$ cat config.mk
export PLATFORM = sky130hd
export DESIGN_NAME = phase_rotate_pipe
export DESIGN_NICKNAME = d
export VERILOG_FILES = /design/src/rtl/phase_pkg.sv /design/src/rtl/phase_rot_stage.sv /design/src/rtl/phase_rotate_pipe.sv
export SDC_FILE = /design/constraint.sdc
export NUM_CORES = 1
export LEC_CHECK = 0
export BUFFER_PORTS_ARGS = -buffer_cell sky130_fd_sc_hd__buf_2
export CAP_MARGIN = 25
export CORE_ASPECT_RATIO = 1.75
export CORE_MARGIN = 10
export CORE_UTILIZATION = 45
export DETAILED_ROUTE_END_ITERATION = 7
export MAX_ROUTING_LAYER = met4
export PLACE_DENSITY = 0.62
export SLEW_MARGIN = 25
export SYNTH_ARGS = -nofsm -noshare
export SYNTH_HDL_FRONTEND = slang
export SYNTH_SLANG_ARGS = --single-unit
$ cat constraint.sdc
create_clock -name clk -period 14.63 [get_ports clk]
set_clock_uncertainty 0.05 [all_clocks]
set_input_delay 2.926 -clock clk [delete_from_list [all_inputs] [get_ports clk]]
set_output_delay 2.926 -clock clk [all_outputs]
set_load 0.01 [all_outputs]
$ cat src/rtl/phase_pkg.sv
// Shared types and helpers for the per-lane phase rotation pipeline.
package phase_pkg;

    typedef enum logic [1:0] {
        ROR    = 2'd0,
        ROL    = 2'd1,
        SHR    = 2'd2,
        BYPASS = 2'd3
    } phase_mode_t;

    // Barrel levels handled by the first pipeline stage; the rest go to stage 2.
    function automatic int stage1_levels(input int kw);
        return (kw + 1) / 2;
    endfunction

endpackage

$ cat src/rtl/phase_rot_stage.sv
// One combinational group of right-rotate barrel levels for a single lane.
// With shr set, each level masks off the wrapped bits to give a zero-fill shift.
module phase_rot_stage #(
    parameter int BITSTREAM = 64,
    parameter int LVL_OFF   = 0,
    parameter int LVL_CNT   = 1
) (
    input  logic [BITSTREAM-1:0] bits_in,
    input  logic [LVL_CNT-1:0]   amt,
    input  logic                 shr,
    output logic [BITSTREAM-1:0] bits_out
);

    logic [BITSTREAM-1:0] chain [LVL_CNT+1];

    assign chain[0] = bits_in;

    for (genvar g = 0; g < LVL_CNT; g++) begin : g_lvl
        localparam int SH = 1 << (LVL_OFF + g);
        localparam logic [BITSTREAM-1:0] FILL_MASK = {BITSTREAM{1'b1}} >> SH;

        logic [BITSTREAM-1:0] rot;

        assign rot          = (chain[g] >> SH) | (chain[g] << (BITSTREAM - SH));
        assign chain[g + 1] = amt[g] ? (shr ? (rot & FILL_MASK) : rot) : chain[g];
    end

    assign bits_out = chain[LVL_CNT];

endmodule

$ cat src/rtl/phase_rotate_pipe.sv
// Two-stage, backpressured per-lane rotate/shift pipeline (ROR, ROL, SHR, BYPASS).
// Every mode is reduced to a right rotate amount; SHR masks the wrapped bits.
module phase_rotate_pipe
    import phase_pkg::*;
#(
    parameter int BITSTREAM = 64,
    parameter int CHANNELS  = 4,
    parameter int KW        = $clog2(BITSTREAM)
) (
    input  logic                          clk,
    input  logic                          rst_n,
    input  logic                          in_valid,
    output logic                          in_ready,
    input  logic [1:0]                    in_mode,
    input  logic [CHANNELS*KW-1:0]        in_k,
    input  logic [CHANNELS*BITSTREAM-1:0] in_bits,
    output logic                          out_valid,
    input  logic                          out_ready,
    output logic [CHANNELS*BITSTREAM-1:0] out_bits,
    output logic [1:0]                    out_mode
);

    localparam int L1 = stage1_levels(KW);
    localparam int L2 = KW - L1;
    localparam int CW = CHANNELS * BITSTREAM;

    phase_mode_t           mode_in;
    logic                  shr_p0;
    logic [CW-1:0]         bits_s1;
    logic [CHANNELS*L2-1:0] amt_hi_s0;

    logic                  vld_p1;
    phase_mode_t           mode_p1;
    logic [CW-1:0]         bits_p1;
    logic [CHANNELS*L2-1:0] amt_hi_p1;
    logic                  shr_p1;
    logic [CW-1:0]         bits_s2;

    logic                  vld_p2;
    phase_mode_t           mode_p2;
    logic [CW-1:0]         bits_p2;

    logic                  adv1;
    logic                  adv2;

    assign mode_in = phase_mode_t'(in_mode);
    assign shr_p0  = (mode_in == SHR);
    assign shr_p1  = (mode_p1 == SHR);

    // A stage loads when it is empty or its successor is taking its beat.
    assign adv2     = !vld_p2 || out_ready;
    assign adv1     = !vld_p1 || adv2;
    assign in_ready = adv1;

    for (genvar c = 0; c < CHANNELS; c++) begin : g_lane
        logic [KW-1:0] k_c;
        logic [KW-1:0] amt_c;

        assign k_c = in_k[c*KW +: KW];

        always_comb begin
            amt_c = k_c;
            case (mode_in)
                ROL:     amt_c = ~k_c + KW'(1);
                BYPASS:  amt_c = '0;
                default: amt_c = k_c;
            endcase
        end

        assign amt_hi_s0[c*L2 +: L2] = amt_c[KW-1:L1];

        phase_rot_stage #(
            .BITSTREAM (BITSTREAM),
            .LVL_OFF   (0),
            .LVL_CNT   (L1)
        ) u_rot_lo (
            .bits_in  (in_bits[c*BITSTREAM +: BITSTREAM]),
            .amt      (amt_c[L1-1:0]),
            .shr      (shr_p0),
            .bits_out (bits_s1[c*BITSTREAM +: BITSTREAM])
        );

        phase_rot_stage #(
            .BITSTREAM (BITSTREAM),
            .LVL_OFF   (L1),
            .LVL_CNT   (L2)
        ) u_rot_hi (
            .bits_in  (bits_p1[c*BITSTREAM +: BITSTREAM]),
            .amt      (amt_hi_p1[c*L2 +: L2]),
            .shr      (shr_p1),
            .bits_out (bits_s2[c*BITSTREAM +: BITSTREAM])
        );
    end

    always_ff @(posedge clk or negedge rst_n) begin
        if (!rst_n) begin
            vld_p1 <= 1'b0;
            vld_p2 <= 1'b0;
        end else begin
            if (adv1) vld_p1 <= in_valid;
            if (adv2) vld_p2 <= vld_p1;
        end
    end

    // Stage 1 boundary: low levels applied, high amount bits carried forward.
    always_ff @(posedge clk) begin
        if (adv1 && in_valid) begin
            bits_p1   <= bits_s1;
            amt_hi_p1 <= amt_hi_s0;
            mode_p1   <= mode_in;
        end
    end

    // Stage 2 boundary: fully rotated result held until downstream accepts it.
    always_ff @(posedge clk) begin
        if (adv2 && vld_p1) begin
            bits_p2 <= bits_s2;
            mode_p2 <= mode_p1;
        end
    end

    assign out_valid = vld_p2;
    assign out_bits  = vld_p2 ? bits_p2 : '0;
    assign out_mode  = vld_p2 ? mode_p2 : 2'b00;

endmodule

# Yosys cells after proc, flatten, opt, wreduce, memory -nomap -nowiden
# Index checks and enable logic that the tools add are counted.
[totals]
reg_bits = 530
input_bits = 286
output_inout_bits = 260
word_cells = 103
[op_classes]
n_addsub = 4
n_eq_ne = 4
muxes = 54
n_bitwise = 28
reduce_logical = 6
[ops]
columns = ["op", "n"]
rows = [
  ["two-way mux 64 bit", 48],
  ["two-way mux 256 bit", 1],
  ["bitwise OR 32 x 64 -> 64 bit", 4],
  ["bitwise OR 48 x 64 -> 64 bit", 4],
  ["bitwise OR 56 x 64 -> 64 bit", 4],
  ["bitwise OR 60 x 64 -> 64 bit", 4],
  ["bitwise OR 62 x 64 -> 64 bit", 4],
  ["bitwise OR 63 x 64 -> 64 bit", 4],
  ["one-hot mux 6 bit (2 select lines)", 4],
  ["adder 6 x 1 -> 6 bit (second input constant)", 4],
  ["NOT 6 bit", 4],
  ["== test 2 bit (second input constant)", 3],
  ["== test 2 x 1 -> 1 bit (second input constant)", 1],
  ["logical AND 1 bit", 2],
  ["zero test 1 bit", 2],
  ["logical OR 1 bit", 2],
  ["two-way mux 2 bit", 1],
]

# Depth between registers and ports, before layout
# Gate-level depths: netlist of run 1.
[depth]
ltp_word = 10
mapped_depth = 9
ltp_nobuf = 7

# Modules after synthesis
# From an unflattened synthesis of run 1, not the netlist that was laid out.
[hier_totals]
cells_unflattened = 2881
hier_area_um2 = 38999.9
[by_module_without_submodules]
columns = ["mod", "instances", "cells_each", "area_each_um2", "seq_area_each_um2"]
rows = [
  ["phase_rotate_pipe", 1, 925, 18420.2, 15905.3],
  ["phase_rot_stage (g_lane[0].u_rot_hi ...)", 4, 283, 2580.0, 0.0],
  ["phase_rot_stage (g_lane[0].u_rot_lo ...)", 4, 206, 2565.0, 0.0],
]

# Worst setup path after synthesis of run 1
# OpenSTA, ideal clock, no wires.
[synth_path]
path_type = "input-to-reg"
from = "input out_ready"
to = "register amt_hi_p1[0] (enable)"
setup_time_ns = 0.666
arrival_ns = 9.280
required_time_ns = 13.914
slack_ns = 4.634
cell_stages = 2
path_buffers = 0
cell_sequence = "nand3b_1 > and2_1"
[synth_via]
elab_chain_len = 3
[synth_lines]
columns = ["item", "line", "source"]
rows = [
  ["start: declaration", "phase_rotate_pipe.sv:18", "input logic out_ready,"],
  ["logical OR 1 bit", "phase_rotate_pipe.sv:51", "assign adv2 = !vld_p2 || out_ready;"],
  ["logical OR 1 bit", "phase_rotate_pipe.sv:52", "assign adv1 = !vld_p1 || adv2;"],
  ["logical AND 1 bit", "phase_rotate_pipe.sv:107", "if (adv1 && in_valid) begin"],
  ["end signal: assignment", "phase_rotate_pipe.sv:109", "amt_hi_p1 <= amt_hi_s0;"],
  ["end: declaration", "phase_rotate_pipe.sv:35", "logic [CHANNELS*L2-1:0] amt_hi_p1;"],
]
# Every way passes these cells.
# A chain may end at the register's enable or synchronous reset.

# Worst setup path after layout of run 1
[layout_path]
from = "input out_ready"
to = "output in_ready"
[layout_via]
elab_chain_len = 2
[layout_lines]
columns = ["item", "line", "source"]
rows = [
  ["logical OR 1 bit", "phase_rotate_pipe.sv:51", ""],
  ["logical OR 1 bit", "phase_rotate_pipe.sv:52", ""],
  ["end: declaration", "phase_rotate_pipe.sv:13", "output logic in_ready,"],
]
# Every way passes these cells.

==> flow_summary.json, run 1 <==
{
  "outcome": "finished, final reports clean",
  "r2r-start": "out_valid$_DFFE_PN0P_",
  "ys_warn_count": 0,
  "synth_fp_nets": 3432,
  "setup_viol": 0,
  "cp_cell_sequence": "buf_2 > nand3b_1 > buf_2",
  "numPortBuffers": 545,
  "finalMaxSlewViolations": 0,
  "grt-ovfl-total": 0,
  "cts_tree": "built",
  "rows": 137,
  "nFillCells": 7353,
  "total_leakage_power_nw": 17.3,
  "antenna_found_initial": 26,
  "min_path_cells": 0,
  "worstHoldEndpoint": "mode_p2[1]$_DFFE_PP_",
  "clockRootBuffer": "clkbuf_16",
  "fmaxAchievable_mhz": 156,
  "grt_use_total_pct": 24.7,
  "tightest_slew_ps": 1040,
  "worstRegToRegCells": 5,
  "dr.pass1.iters": 7,
  "synth_area_um2": 36200,
  "coreArea_um2": 79900,
  "layout_common_cells": "768 x mux2i_1, 545 x buf_2, 528 x edfxtp_1",
  "critPathCaptureType": "primary output",
  "yosysTopAreaCell": "edfxtp_1",
  "ir_drop_mv": 0.0871,
  "post_cts_buffers": 0,
  "crit_required_ps": 11650,
  "grt_pass1_vias": 27100,
  "vias": 26600,
  "synth_edf_count": 528,
  "max_stage_delay_ps": 190,
  "vias_per_cell": 5.75,
  "cp_num_buf_inv": 2,
  "min_from": "mode_p1[1]$_DFFE_PP_",
  "rsz0062_at_grt": "no",
  "clk_path_buf_depth": 3,
  "wl_per_cell_um": 25.1,
  "routed_wl_um": 116000,
  "finalHoldViolations": 0,
  "dieWidth_um": 235,
  "clk_latency_ps": 620,
  "dp_worst_setup_slack_ps": 8210,
  "critPathLaunchType": "input pin",
  "syn_area_per_cell_um2": 11.5,
  "path_max_fanout": 3,
  "power_density_nw_per_um2": 115,
  "tns_ps": 0,
  "cp_top_family": "buffers and inverters",
  "async_reset_ff_share_pct": 0.377,
  "numCtsBuffers": 51,
  "fin_crit_sh_pct": 43.7,
  "area_delta_synth_final_pct": 13.6,
  "relSlewSlack_pct": 30.9,
  "synthDistinctLibCells": 42,
  "dp_hpwl_um": 90500,
  "drive_gt1_share_pct": 30.7,
  "route.detailed.drc": 0,
  "crit_path_top_delay_cell": "nand3b_1",
  "maxCapViolCount": 0,
  "cts_hold_buf": 0,
  "ys_seq_area_share_pct": 43.9,
  "synth_area_leaders": "edfxtp_1 44%, mux2i_1 21%, mux2_2 12%, and2_1 4.6%, o22ai_1 2.2%",
  "netlist_instances": 3142,
  "layout_setup_ws_ps": 8240,
  "cts.sinks": 530,
  "gp_congestion": 0.931,
  "dieArea_um2": 92700,
  "layout_commonest_cell": "mux2i_1",
  "cts_resized": 0,
  "period_minus_slack_ps": 6390,
  "yosys_most_used_dff": "edfxtp_1",
  "synth_seq_cells": 530,
  "htreeDepth": 2,
  "drtIter0Drc": 1877,
  "arrival_ps": 3420,
  "r2r_end": "bits_p2[157]$_DFFE_PP_",
  "num_io_pins": 546,
  "start_util_pct": 45.4,
  "route.antenna.remaining_nets": 0,
  "fin_nets": 3812,
  "crit_type": "in2out",
  "clk_pin_slew_ps": 70,
  "rrSetupSlack_ps": 10640,
  "cpMostUsedCell": "buf_2",
  "grt_first_pass_wirelength_um": 169000,
  "hold_class": "reg2reg",
  "netlist.area_leader.share_pct": 43.8,
  "grt_max_degree": 133,
  "die_y_um": 395
}
per-layer routing:
metal	vias up	GRT usage, %	wire length, um
met5	-	-	0
met4	0	9.59	4840
met3	188	3.45	6620
met2	830	43.2	60000
met1	12800	27.8	44500
li1	12700	-	-
stage by stage:
step	util [%]	cell area, um2	power (W)	hold WS (ps)	std cells
after floorplan	-	36200	0.00295	367	3142
after CTS	51.4	41100	0.00476	430	4600
after detailed placement	49.4	39500	0.00341	401	4510
after global placement	49.4	39400	0.00340	409	4510
after global routing	51.5	41200	0.00493	448	4616
final	51.5	41200	0.00473	432	4618
synthesized netlist by cell type, types with 4 or more instances:
library cell	count
o22a_1	22
nor2_1	149
a21oi_1	137
mux2i_1	768
mux4_2	19
nor3_1	24
ha_1	4
nand3_1	10
a2bb2oi_1	4
a211oi_1	10
buf_2	77
buf_1	21
a31oi_1	36
nor2b_1	38
o211ai_1	16
o21ai_0	98
edfxtp_1	528
clkbuf_1	126
mux2_2	399
a22oi_1	24
and2_1	267
a21oi_2	4
inv_1	20
buf_4	34
nand2_1	115
o22ai_1	126
nand2b_1	7
and3b_1	4
a21bo_2	4
o2bb2ai_1	26
worst register-to-register path, cell delays in order, from the launching register on:
cell	delay [ps]
dfrtp_4	720
nand2b_1	200
and2_4	360
buf_4	630
buf_4	720
buf_4	850
worst max path at each step:
stage                         start                      to  slack, ps  cells after the start
after CTS                 out_ready                in_ready       8210                      3
final                     out_ready                in_ready       8240                      3
after detailed placement  out_ready                in_ready       8210                      3
after global placement    out_ready                in_ready       8210                      3
after floorplan           out_ready  amt_hi_p1[0]$_DFFE_PP_       4630                      2
after global routing      out_ready                in_ready       8190                      3
sequential cells by signal, indices dropped and copies added, names as in the netlist:
name,flops
bits_p1,256
bits_p2,256
amt_hi_p1,12
mode_p1,2
mode_p2,2
out_valid,1
vld_p1,1
final cells by class:
class	instances	area, um2	share of cell area, %
diodes	17	42.5	0.103
clock buffers	64	1370	3.32
clock inverters	26	272	0.660
inverters	22	82.6	0.201
multi-input cells	2329	19100	46.4
flip-flops and latches	530	15900	38.6
well taps	1042	1300	3.17
repair buffers	588	3070	7.46
power by group:
| group | total, W | internal, W | switching [W] |
|---|---|---|---|
| clock network | 0.00135 | 0.000763 | 0.000591 |
| logic | 0.00133 | 0.000566 | 0.000763 |
| registers | 0.00205 | 0.00193 | 0.000114 |
cells by family after synthesis:
family | Yosys count | share of synthesized area [%]
AO/OA/AOI/OAI | 510 | 8.60
adder cells (fa/ha/maj) | 4 | 0.138
buffers and inverters | 283 | 3.61
flip-flops | 530 | 43.9
multiplexers | 1186 | 34.8
AND/OR/NAND/NOR | 629 | 8.97
(Power assumes the default switching activity.)
==> run 2, diff against run 1 <==
Settings changed: ABC_AREA set to 1, PLACE_DENSITY 0.62 to 0.65.
Clock period 14.63 ns to 5.5 ns, I/O delays scaled along.
==> run 2 against run 1 <==
  * Via count rose by 43%
  * Register-to-register slack got worse by 8400 ps
  * Largest power group unchanged
  * Die area rose by 2.4%
  * Critical endpoint is now out_bits[223]
  * Final area rose by 1.6%
==> flow_summary.json, run 2 <==
{
  "crit_path_top_delay_cell": "dfrtp_4",
  "clkPwrFrac_pct": 28.0,
  "vias": 38100,
  "vias_per_cell": 5.71,
  "fin_nets": 5841,
  "netlist.area_leader.share_pct": 42.7,
  "internal_power_w": 0.00852,
  "synth_area_um2": 37200,
  "finalHoldViolations": 0,
  "synthTopCellsByCount": "1907 x nand2_1, 1526 x nand3_1, 528 x edfxtp_1, 333 x inv_1, 291 x o21ai_0",
  "dieArea_um2": 94900,
  "critPathCaptureType": "primary output",
  "route.antenna.remaining_nets": 0,
  "gp_congestion": 0.977,
  "total_leakage_power_nw": 20.6,
  "numPortBuffers": 545,
  "placed_area_um2": 40000,
  "numCtsBuffers": 52,
  "setup_viol": 0,
  "path_max_fanout": 87,
  "tightest_slew_ps": 981,
  "use_met2_pct": 48.6,
  "synthDistinctLibCells": 27,
  "yosysTopAreaCell": "edfxtp_1",
  "rows": 139,
  "post_cts_buffers": 0,
  "synth_edf_count": 528,
  "die_y_um": 400,
  "drive_gt1_share_pct": 15.2,
  "ys_warn_count": 0,
  "cts_tree": "built",
  "layout_common_cells": "1906 x nand2_1, 1525 x nand3_1, 545 x buf_2",
  "tns_ps": 0,
  "cts_resized": 0,
  "ys_seq_area_share_pct": 42.8,
  "finalMaxSlewViolations": 0,
  "yosys_most_used_dff": "edfxtp_1",
  "clockRootBuffer": "clkbuf_16",
  "fmaxAchievable_mhz": 260,
  "grt-ovfl-total": 0,
  "crit_type": "reg2out",
  "synth_seq_cells": 530,
  "cts_hold_buf": 0,
  "max_stage_delay_ps": 1000,
  "busiest_layer": "met2",
  "cp_num_buf_inv": 3,
  "dp_hpwl_um": 105000,
  "rsz0062_at_grt": "no",
  "num_io_pins": 546,
  "ir_drop_mv": 0.214,
  "area_delta_synth_final_pct": 12.5,
  "fin_hold_ws_ps": 220,
  "critPathLaunchType": "register",
  "cts.sinks": 530,
  "start_util_pct": 45.3,
  "clk_path_buf_depth": 3,
  "comb_power_share_pct": 30.4,
  "synth_fp_nets": 5561,
  "wl_per_cell_um": 20.9,
  "grt_pass1_vias": 36000,
  "dp_worst_setup_slack_ps": 1680,
  "drtIter0Drc": 3685,
  "postLayoutCellArea_um2": 41800,
  "relSlewSlack_pct": 34.5,
  "route.detailed.drc": 0,
  "clk_pin_slew_ps": 60,
  "htreeDepth": 2,
  "arrival_ps": 2700,
  "routed_wl_um": 139000,
  "antenna_found_initial": 29,
  "met1_usage_pct": 32.2,
  "p_sw_w": 0.00478,
  "dr.pass1.iters": 8,
  "layout_commonest_cell": "nand2_1",
  "fin_crit_sh_pct": 70.0,
  "cp_cell_sequence": "buf_4 > nand2_1 > inv_1 > buf_2",
  "p_seq_share_pct": 41.6,
  "clk_latency_ps": 630,
  "grt_use_met3_pct": 5.41,
  "synth.most_common_cell": "nand2_1",
  "p_sw_share_pct": 36.0,
  "cp_top_family": "flip-flops",
  "async_reset_ff_share_pct": 0.377,
  "grt_max_degree": 146,
  "coreArea_um2": 82100,
  "layout_setup_ws_ps": 1650,
  "reg.largest.list": "bits_p1 (256), bits_p2 (256), amt_hi_p1 (12)",
  "maxCapViolCount": 0,
  "dieWidth_um": 237,
  "outcome": "finished, final reports clean",
  "crit_required_ps": 4350,
  "syn_area_per_cell_um2": 7.05,
  "period_minus_slack_ps": 3850,
  "power_density_nw_per_um2": 318,
  "grt_use_total_pct": 29.0,
  "grt_first_pass_wirelength_um": 210000,
  "netlist_instances": 5271,
  "synth_area_leaders": "edfxtp_1 43%, nand3_1 21%, nand2_1 19%, o21ai_0 3.9%, inv_1 3.4%",
  "hold_class": "in2async",
  "final_util_pct": 51.0
}
## run 2: area by class of cell
type                    count  area (um2)
fillers                  8459       40300
well taps                1057        1320
clock inverters            39         394
flip-flops and latches    530       15900
multi-input cells        4016       18200
diodes                     24        60.1
inverters                 346        1310
repair buffers            605        3250
clock buffers              56        1340
## run 2: cell families after synthesis
group	after synthesis	share of synthesized area, %
mux	7	0.189
buf+inv	725	8.29
simple gates	3600	42.5
fa+ha+maj	4	0.135
flops	530	42.8
compound gates	405	6.09
## run 2: worst paths after layout
check / cells past startpoint / slack [ps] / to / start
setup / recovery: 4 / 1650 / out_bits[223] / out_valid$_DFFE_PN0P_
hold / removal: 1 / 220 / vld_p1$_DFFE_PN0N_ / rst_n
setup reg to reg: 7 / 2220 / bits_p2[196]$_DFFE_PP_ / amt_hi_p1[9]$_DFFE_PP_
hold reg to reg: 0 / 490 / mode_p2[0]$_DFFE_PP_ / mode_p1[0]$_DFFE_PP_
max in group asynchronous: 1 / 5040 / out_valid$_DFFE_PN0P_ / rst_n
min in group clk: 0 / 490 / mode_p2[0]$_DFFE_PP_ / mode_p1[0]$_DFFE_PP_
## run 2: power by group through the flow
stage	clock (W)	sequential (W)	combinational [W]
finish	0.00372	0.00554	0.00404
global route	0.00393	0.00558	0.00450
CTS	0.00378	0.00554	0.00402
detailed placement	0	0.00562	0.00401
global placement	0	0.00562	0.00399
floorplan	0	0.00549	0.00267
## run 2: per-stage QoR
stage	total power (W)	instances
CTS	0.0133	6648
detailed placement	0.00963	6553
finish	0.0133	6673
floorplan	0.00816	5271
global route	0.0140	6672
global placement	0.00961	6553
## run 2: routing by layer
metal	vias up	wire length [um]
met5	-	0
met4	0	8190
met3	327	11000
met2	1715	68800
met1	17700	51400
li1	18400	-
